**src/rtl/bmem_pkg.sv**
```systemverilog
// Shared types and constants for the CPU-side banked-memory line adapter.
package bmem_pkg;

    localparam int ADDR_W = 32;
    localparam int BEAT_W = 64;
    localparam int BEATS  = 4;
    localparam int LINE_W = BEAT_W * BEATS;

    typedef logic [LINE_W-1:0] line_t;
    typedef logic [BEAT_W-1:0] beat_t;

    typedef enum logic [2:0] {
        IDLE,
        RD_REQ,
        RD_DATA,
        WR_BURST,
        DONE
    } adapter_state_t;

    typedef enum logic {
        GNT_I,
        GNT_D
    } grant_t;

    // Round-robin choice when both caches read: the side not served last wins.
    function automatic grant_t rr_pick(input grant_t last);
        return (last == GNT_D) ? GNT_I : GNT_D;
    endfunction

endpackage

```
**src/rtl/bmem_line_buffer.sv**
```systemverilog
// Beat register file with a beat index, shared by the read (assemble) and
// write (load then shift out) paths of the line adapter.
module bmem_line_buffer #(
    parameter int BEAT_W = 64,
    parameter int BEATS  = 4
) (
    input  logic                      clk,
    input  logic                      rst_n,
    input  logic                      load,
    input  logic                      clear,
    input  logic                      store,
    input  logic                      step,
    input  logic [BEAT_W*BEATS-1:0]   line_in,
    input  logic [BEAT_W-1:0]         beat_in,
    output logic [BEAT_W-1:0]         beat_out,
    output logic [BEAT_W*BEATS-1:0]   line_out,
    output logic                      last
);

    localparam int CNT_W = (BEATS > 1) ? $clog2(BEATS) : 1;

    logic [BEAT_W-1:0] beats [BEATS];
    logic [CNT_W-1:0]  cnt;

    assign last     = (cnt == CNT_W'(BEATS - 1));
    assign beat_out = beats[cnt];

    // NOTE: sequential state is written with <= only, so every register in
    // this block samples the pre-edge values regardless of statement order.
    // NOTE: the beat storage is reset because it drives the rdata outputs,
    // which must read 0 while in reset.
    always_ff @(posedge clk or negedge rst_n) begin
        if (!rst_n) begin
            for (int i = 0; i < BEATS; i++) begin
                beats[i] <= '0;
            end
            cnt <= '0;
        end else if (load) begin
            for (int i = 0; i < BEATS; i++) begin
                beats[i] <= line_in[i*BEAT_W +: BEAT_W];
            end
            cnt <= '0;
        end else if (clear) begin
            cnt <= '0;
        end else if (store || step) begin
            if (store) begin
                beats[cnt] <= beat_in;
            end
            cnt <= last ? '0 : cnt + CNT_W'(1);
        end
    end

    for (genvar g = 0; g < BEATS; g++) begin : g_line
        assign line_out[g*BEAT_W +: BEAT_W] = beats[g];
    end

endmodule

```
**src/rtl/bmem_line_adapter.sv**
```systemverilog
// Arbitrates icache/dcache line misses onto a single 4-beat bmem burst port.
// Optional build macro BMEM_RADDR_CHECK_EN enables the sticky prot_err check.
module bmem_line_adapter #(
    parameter int ADDR_W = bmem_pkg::ADDR_W,
    parameter int BEAT_W = bmem_pkg::BEAT_W,
    parameter int BEATS  = bmem_pkg::BEATS
) (
    input  logic                     clk,
    input  logic                     rst_n,
    input  logic [ADDR_W-1:0]        i_addr,
    input  logic                     i_read,
    output logic [BEAT_W*BEATS-1:0]  i_rdata,
    output logic                     i_resp,
    input  logic [ADDR_W-1:0]        d_addr,
    input  logic                     d_read,
    input  logic                     d_write,
    input  logic [BEAT_W*BEATS-1:0]  d_wdata,
    output logic [BEAT_W*BEATS-1:0]  d_rdata,
    output logic                     d_resp,
    output logic [ADDR_W-1:0]        bmem_addr,
    output logic                     bmem_read,
    output logic                     bmem_write,
    output logic [BEAT_W-1:0]        bmem_wdata,
    input  logic                     bmem_ready,
    input  logic [ADDR_W-1:0]        bmem_raddr,
    input  logic [BEAT_W-1:0]        bmem_rdata,
    input  logic                     bmem_rvalid,
    output logic                     prot_err
);

    import bmem_pkg::*;

    localparam int OFF_W = $clog2(BEAT_W * BEATS / 8);

    adapter_state_t state_q, state_d;
    grant_t         grant_q, grant_d;
    logic [ADDR_W-1:0] addr_q, addr_d;

    logic buf_load, buf_clear, buf_store, buf_step, buf_last;
    logic [BEAT_W-1:0]       buf_beat;
    logic [BEAT_W*BEATS-1:0] buf_line;

    logic [ADDR_W-1:0] i_line_addr, d_line_addr;
    assign i_line_addr = {i_addr[ADDR_W-1:OFF_W], OFF_W'(0)};
    assign d_line_addr = {d_addr[ADDR_W-1:OFF_W], OFF_W'(0)};

    bmem_line_buffer #(
        .BEAT_W (BEAT_W),
        .BEATS  (BEATS)
    ) u_line_buffer (
        .clk      (clk),
        .rst_n    (rst_n),
        .load     (buf_load),
        .clear    (buf_clear),
        .store    (buf_store),
        .step     (buf_step),
        .line_in  (d_wdata),
        .beat_in  (bmem_rdata),
        .beat_out (buf_beat),
        .line_out (buf_line),
        .last     (buf_last)
    );

    assign i_rdata = buf_line;
    assign d_rdata = buf_line;

    always_ff @(posedge clk or negedge rst_n) begin
        if (!rst_n) begin
            state_q <= IDLE;
            grant_q <= GNT_D;
            addr_q  <= '0;
        end else begin
            state_q <= state_d;
            grant_q <= grant_d;
            addr_q  <= addr_d;
        end
    end

    // NOTE: every signal driven here gets a default first; a path that skips
    // an assignment would otherwise infer a latch.
    always_comb begin
        state_d    = state_q;
        grant_d    = grant_q;
        addr_d     = addr_q;
        buf_load   = 1'b0;
        buf_clear  = 1'b0;
        buf_store  = 1'b0;
        buf_step   = 1'b0;
        bmem_addr  = '0;
        bmem_read  = 1'b0;
        bmem_write = 1'b0;
        bmem_wdata = '0;
        i_resp     = 1'b0;
        d_resp     = 1'b0;

        unique case (state_q)
            IDLE: begin
                // A writeback (even with d_read also high) beats any read.
                if (d_write) begin
                    grant_d  = GNT_D;
                    addr_d   = d_line_addr;
                    buf_load = 1'b1;
                    state_d  = WR_BURST;
                end else if (i_read || d_read) begin
                    if (i_read && d_read) begin
                        grant_d = rr_pick(grant_q);
                    end else begin
                        grant_d = i_read ? GNT_I : GNT_D;
                    end
                    addr_d    = (grant_d == GNT_I) ? i_line_addr : d_line_addr;
                    buf_clear = 1'b1;
                    state_d   = RD_REQ;
                end
            end

            RD_REQ: begin
                bmem_read = 1'b1;
                bmem_addr = addr_q;
                if (bmem_ready) begin
                    state_d = RD_DATA;
                end
            end

            RD_DATA: begin
                if (bmem_rvalid) begin
                    buf_store = 1'b1;
                    if (buf_last) begin
                        state_d = DONE;
                    end
                end
            end

            WR_BURST: begin
                bmem_write = 1'b1;
                bmem_addr  = addr_q;
                bmem_wdata = buf_beat;
                if (bmem_ready) begin
                    buf_step = 1'b1;
                    if (buf_last) begin
                        state_d = DONE;
                    end
                end
            end

            DONE: begin
                i_resp  = (grant_q == GNT_I);
                d_resp  = (grant_q == GNT_D);
                state_d = IDLE;
            end

            default: begin
                state_d = IDLE;
            end
        endcase
    end

`ifdef BMEM_RADDR_CHECK_EN
    logic prot_err_q;

    // Stray or mis-tagged read data is flagged but never dropped.
    always_ff @(posedge clk or negedge rst_n) begin
        if (!rst_n) begin
            prot_err_q <= 1'b0;
        end else if (bmem_rvalid && (state_q != RD_DATA || bmem_raddr != addr_q)) begin
            prot_err_q <= 1'b1;
        end
    end

    assign prot_err = prot_err_q;

    logic unused_offset_bits;
    assign unused_offset_bits = ^{i_addr[OFF_W-1:0], d_addr[OFF_W-1:0]};
`else
    assign prot_err = 1'b0;

    logic unused_inputs;
    assign unused_inputs = ^{bmem_raddr, i_addr[OFF_W-1:0], d_addr[OFF_W-1:0]};
`endif

endmodule

```
**config.mk**
```make
export PLATFORM = sky130hd
export DESIGN_NAME = bmem_line_adapter
export DESIGN_NICKNAME = d
export VERILOG_FILES = /design/src/rtl/bmem_pkg.sv /design/src/rtl/bmem_line_buffer.sv /design/src/rtl/bmem_line_adapter.sv
export SDC_FILE = /design/constraint.sdc
export NUM_CORES = 1
export LEC_CHECK = 0
export CAP_MARGIN = 10
export CORE_AREA = 2 2 408 410
export CTS_CLUSTER_DIAMETER = 50
export CTS_CLUSTER_SIZE = 12
export DETAILED_ROUTE_END_ITERATION = 6
export DIE_AREA = 0 0 410 412
export DONT_BUFFER_PORTS = 1
export GPL_TIMING_DRIVEN = 0
export PLACE_DENSITY = 0.3
export SYNTH_ARGS = -nofsm -noshare
export SYNTH_HDL_FRONTEND = slang
export SYNTH_SLANG_ARGS = --single-unit
```
**constraint.sdc**
```tcl
create_clock -name clk -period 6.2 [get_ports clk]
set_input_delay 0.62 -clock clk [delete_from_list [all_inputs] [get_ports clk]]
set_output_delay 0.62 -clock clk [all_outputs]
set_load 0.1 [all_outputs]
```
After elaboration in Yosys (flattened, before gate mapping) --
Index checks and enable logic that the tools add are counted.
Word-level totals: input port bits 423, memories 0, register bits 294, bits in writable memories 0, ROM bits 0, bits in latches 0, word-level logic and storage cells 83
Cells by class: mux-type cells 47, shift-type cells 0, add/sub/neg operators 1, order comparisons 2, equal/unequal tests 10, divide/modulo/power cells 0, multiply operators 0, reductions and logical operators 13, bitwise logic cells 2
Operators with widths (number):
- $mux W256 | 4
- $bwmux W256 | 1
- $mux W64 | 4
- $bmux W64 S2 | 1
- $demux W64 S2 | 1
- $mux W32 | 4
- $mux W1 | 21
- $mux W3 | 6
- $pmux W3 S4 | 1
- $mux W2 | 4
- $ne A2 B2 Y1 const B | 4
- $eq A3 B2 Y1 const B | 2
- $reduce_bool A2 Y1 | 3
- $reduce_and A4 Y1 | 1
- $eq A3 B1 Y1 const B | 1
- $eq A3 B3 Y1 const B | 1
- $ge A3 B3 Y1 const B | 1
- $logic_not A3 Y1 | 1
- $lt A3 B1 Y1 const B | 1
- $ne A3 B3 Y1 const B | 1
- $not A2 Y3 | 1
- $reduce_and A3 Y1 | 1
- $reduce_bool A3 Y1 | 1
- $add A2 B1 Y2 const B | 1
- other kinds (6) | 8

Depth between registers and ports, before layout --
word-level depth 10, depth in mapped cells 9

Cells and area by module --
Synthesis repeated with hierarchy kept, for this count alone.
Second synthesis, totals: cell total of the unflattened synthesis 1641, area total of the unflattened synthesis 18570.3 um^2
Modules (own cells, without submodules):
- bmem_line_buffer | times used 1, area each 14091.0 um^2, cells an instance 1087, seq. area each 6456.2 um^2
- bmem_line_adapter | times used 1, area each 4479.3 um^2, cells an instance 554, seq. area each 777.0 um^2

Worst setup path after synthesis --
OpenSTA, ideal clock, no wires.
path kind register to output, start reg state_q[1], end out i_resp, arrival time 3892 ps, path slack 1688 ps, path buffers 2, required time 5580 ps, cell stages (with the launch flop) 4, path through dfrtp_1 > buf_2 > clkbuf_1 > nor4b_1
Between the ends: longest elaborated chain between the ends 2
RTL lines:
- start, declared | RTL line bmem_line_adapter.sv:35 | adapter_state_t state_q, state_d;
- start signal, assigned | RTL line bmem_line_adapter.sv:73 | state_q <= state_d;
- $eq A3 B3 Y1 | RTL line bmem_line_adapter.sv:96 | unique case (state_q)
- $mux W1 | RTL line bmem_line_adapter.sv:96
- end, declared | RTL line bmem_line_adapter.sv:13 | output logic i_resp,
Every way passes these cells.

Final worst setup path --
start reg u_line_buffer.cnt[1], end out bmem_wdata[32]
Between the ends: longest elaborated chain between the ends 5
RTL lines:
- start, declared | RTL line bmem_line_buffer.sv:23 | logic [CNT_W-1:0] cnt;
- start signal, assigned | RTL line bmem_line_buffer.sv:49 | cnt <= last ? '0 : cnt + CNT_W'(1);
- $not A2 Y3 (implied by the code) | RTL line bmem_line_buffer.sv:26 | assign beat_out = beats[cnt];
- $bmux W64 S2 | RTL line bmem_line_buffer.sv:26
- $mux W64 (implied by the code) (2 in a row) | RTL line bmem_line_buffer.sv:26
- $mux W64 | RTL line bmem_line_adapter.sv:96
- end, declared | RTL line bmem_line_adapter.sv:23 | output logic [BEAT_W-1:0] bmem_wdata,
Every way passes these cells. The select of a mux whose other input is x is not followed.

==> results.toml <==
[clocking]
clk_pin_slew_worst_paths_ps = 50
cts_max_level = 3
numCtsBuffers = 73
cts_buffer_depth = 3
cts_resized = 0
root_buffer = "clkbuf_16"
insertion_delay_ps = 650
clock-sinks = 289
cts_setup_buffers = 0
cts_tree = "done"

[drt]
first_iter_violations = 851
routed_wl_um = 128000
dr.pass1.iters = 5
vias = 15920
wl_met1_um = 51230
routed-wl-met3_um = 11530
routed.top_layer = "met5"
postRouteAntennaNets = 0
wl_met2_um = 61600
viasPerCell = 3.626
drc = 0
post_drt_wl_per_cell_um = 29.15

[timing]
finalCriticalPeriod_ps = 4681
maxSlewViolCount = 0
rsz0062_at_grt = "no"
final-hold-violation-count = 288
worstMarginPinSlew_ps = 1364
whs_ps = -309.0
fmax_mhz = 213.6
tns_ps = 0
setup_viol = 0
period_share_pct = 75.50
max_slew_margin_pct = 9.100
finClkSkew_ps = 28.67

[critical_path]
endpoint_kind = "output pin"
crit_path_start_kind = "register"
path_max_fanout = 10
worstPathRequired_ps = 5580
crit_type = "reg2out"
worstPathArrival_ps = 4060

[synthesis]
ys_ff_latch = 289
seq_area_frac_synth_pct = 35.54
ys.flop_type = "dfrtp_1"
synth.distinct_cells = 36
synth.cell_area_um2 = 20350
synth_cells = 2027
async_flop_share_pct = 100.0
yosysWarnings = 0
synth_area_per_cell_um2 = 10.04
synth_edf_count = 0

[grt]
grtUsageTotal_pct = 14.54
overflow = 0
grt_pass1_wl_um = 164600
antenna_found_initial = 45
grt_pass1_vias = 16090
grt_max_degree = 290

[floorplan]
initial_core_util_pct = 12.39
coreArea_um2 = 164200
die_x_um = 410
fp.dieArea_um2 = 168900
rows = 149
dieHeight_um = 412
io_pins = 1036

[min_path]
hp-class = "in2async"

[placement]
routabilityCongestion = 0.8746
dp_hpwl_um = 102400
port_buffers = 0

[job]
cap_violations = 0

[status]
violations = "negative hold slack"
status = "finished, violations left"

[cells_and_area]
drive_gt1_share_pct = 37.60
fin_nets = 2555
areaGrowthSynthToFinish_pct = 29.86
fin_util_pct = 16.09
-- through the flow --
step | cell area, um2 | setup slack, ps | std cells | hold WS (ps)
floorplan | 20370 | 1688 | 2032 | 324.4
global placement | 23110 | 44.23 | 4221 | 340.9
detailed placement | 23640 | 1954 | 4240 | 339.9
CTS | 26370 | 1260 | 4373 | -406.2
global route | 26420 | 1246 | 4384 | -378.1
finish | 26430 | 1519 | 4390 | -309.0
-- final cells by class --
type | instances | area (um2)
fill | 18410 | 137800
inverter | 261 | 979.7
antenna | 15 | 37.54
clock inverter | 40 | 665.6
multi-input combinational | 1080 | 9458
tap | 2189 | 2739
clock buffer | 93 | 2063
timing repair buffer | 21 | 503.0
sequential | 289 | 7234
buffer | 402 | 2753
-- flip-flops by register name, summed over array words and instances (netlist names) --
register and count:
addr_q 27, grant_q 1, u_line_buffer.cnt 2, state_q 3, u_line_buffer.line_out 256
-- layout by cell type (no fill, tap or decap), types with 2 or more instances in the layout --
cell type	netlist	routed
mux2i_1	257	257
inv_1	261	261
o211ai_1	2	2
clkbuf_8	0	14
mux2_2	244	244
ha_1	4	4
clkinv_2	0	14
clkbuf_2	0	7
clkinvlp_4	0	5
conb_1	1	6
buf_12	0	3
mux4_2	64	64
and2_1	28	28
diode_2	0	15
buf_1	6	6
bufinv_16	0	16
clkbuf_16	0	74
nor2b_1	2	2
buf_6	28	29
nand3_1	5	5
nand2_1	257	257
or3b_2	28	28
buf_16	0	15
dfrtp_1	288	287
buf_2	33	33
clkinv_8	0	3
o21ai_0	30	30
buf_4	262	262
clkbuf_1	73	72
mux2_1	12	12
nand2b_1	3	3
and3_1	64	64
a21oi_1	32	32
a31oi_1	27	27
a21oi_4	0	4
-- cells by family after synthesis --
| group | count (synthesis) | synth area share [%] |
|---|---|---|
| buffers and inverters | 663 | 18.29 |
| multiplexers | 577 | 33.88 |
| AND/OR/NAND/NOR | 397 | 9.387 |
| flip-flops | 289 | 35.54 |
| AO/OA/AOI/OAI | 96 | 2.637 |
| adder cells (fa/ha/maj) | 4 | 0.2459 |
| other | 1 | 0.01842 |
-- worst max-delay path: stages, from the launching register on --
cell and delay [ps]:
dfrtp_1 580, clkbuf_2 520, buf_16 220, clkbuf_1 770
mux4_2 390, and3_1 890
-- routing by layer --
layer / global-route usage, % / up-vias
li1: - / 6727
met1: 17.49 / 8229
met2: 24.12 / 782
met3: 5.333 / 162
met4: 4.279 / 20
met5: 0 / -
-- cells in the mapped netlist, types with 4 or more instances --
| cell type | instances | share of area [%] |
|---|---|---|
| buf_1 | 6 | 0.11 |
| mux2_1 | 12 | 0.66 |
| and3_1 | 64 | 2.0 |
| buf_4 | 262 | 9.7 |
| ha_1 | 4 | 0.25 |
| mux2i_1 | 257 | 13 |
| dfrtp_1 | 288 | 35 |
| or3b_2 | 28 | 1.2 |
| o21ai_0 | 30 | 0.74 |
| nand2_1 | 257 | 4.7 |
| and2_1 | 28 | 0.86 |
| clkbuf_1 | 73 | 1.3 |
| a21oi_1 | 32 | 0.79 |
| buf_6 | 28 | 1.5 |
| mux4_2 | 64 | 7.1 |
| inv_1 | 261 | 4.8 |
| nand3_1 | 5 | 0.12 |
| mux2_2 | 244 | 13 |
| a31oi_1 | 27 | 0.83 |
| a21oi_2 | 4 | 0.17 |
| buf_2 | 33 | 0.81 |
-- final timing paths --
path,slack [ps],cells past startpoint,end,startpoint
setup / recovery,1520,5,bmem_wdata[32],u_line_buffer.cnt[1]
hold / removal,-310,0,u_line_buffer.line_out[165],rst_n
setup reg to reg,2130,10,u_line_buffer.line_out[85],u_line_buffer.cnt[1]
hold reg to reg,540,2,addr_q[21],addr_q[21]
max in group asynchronous,5680,0,u_line_buffer.line_out[134],rst_n
min in group clk,140,2,addr_q[20],d_addr[20]
Power is not shown: default switching activity piles up to over one toggle a cycle in this logic, so the estimate is an artifact.
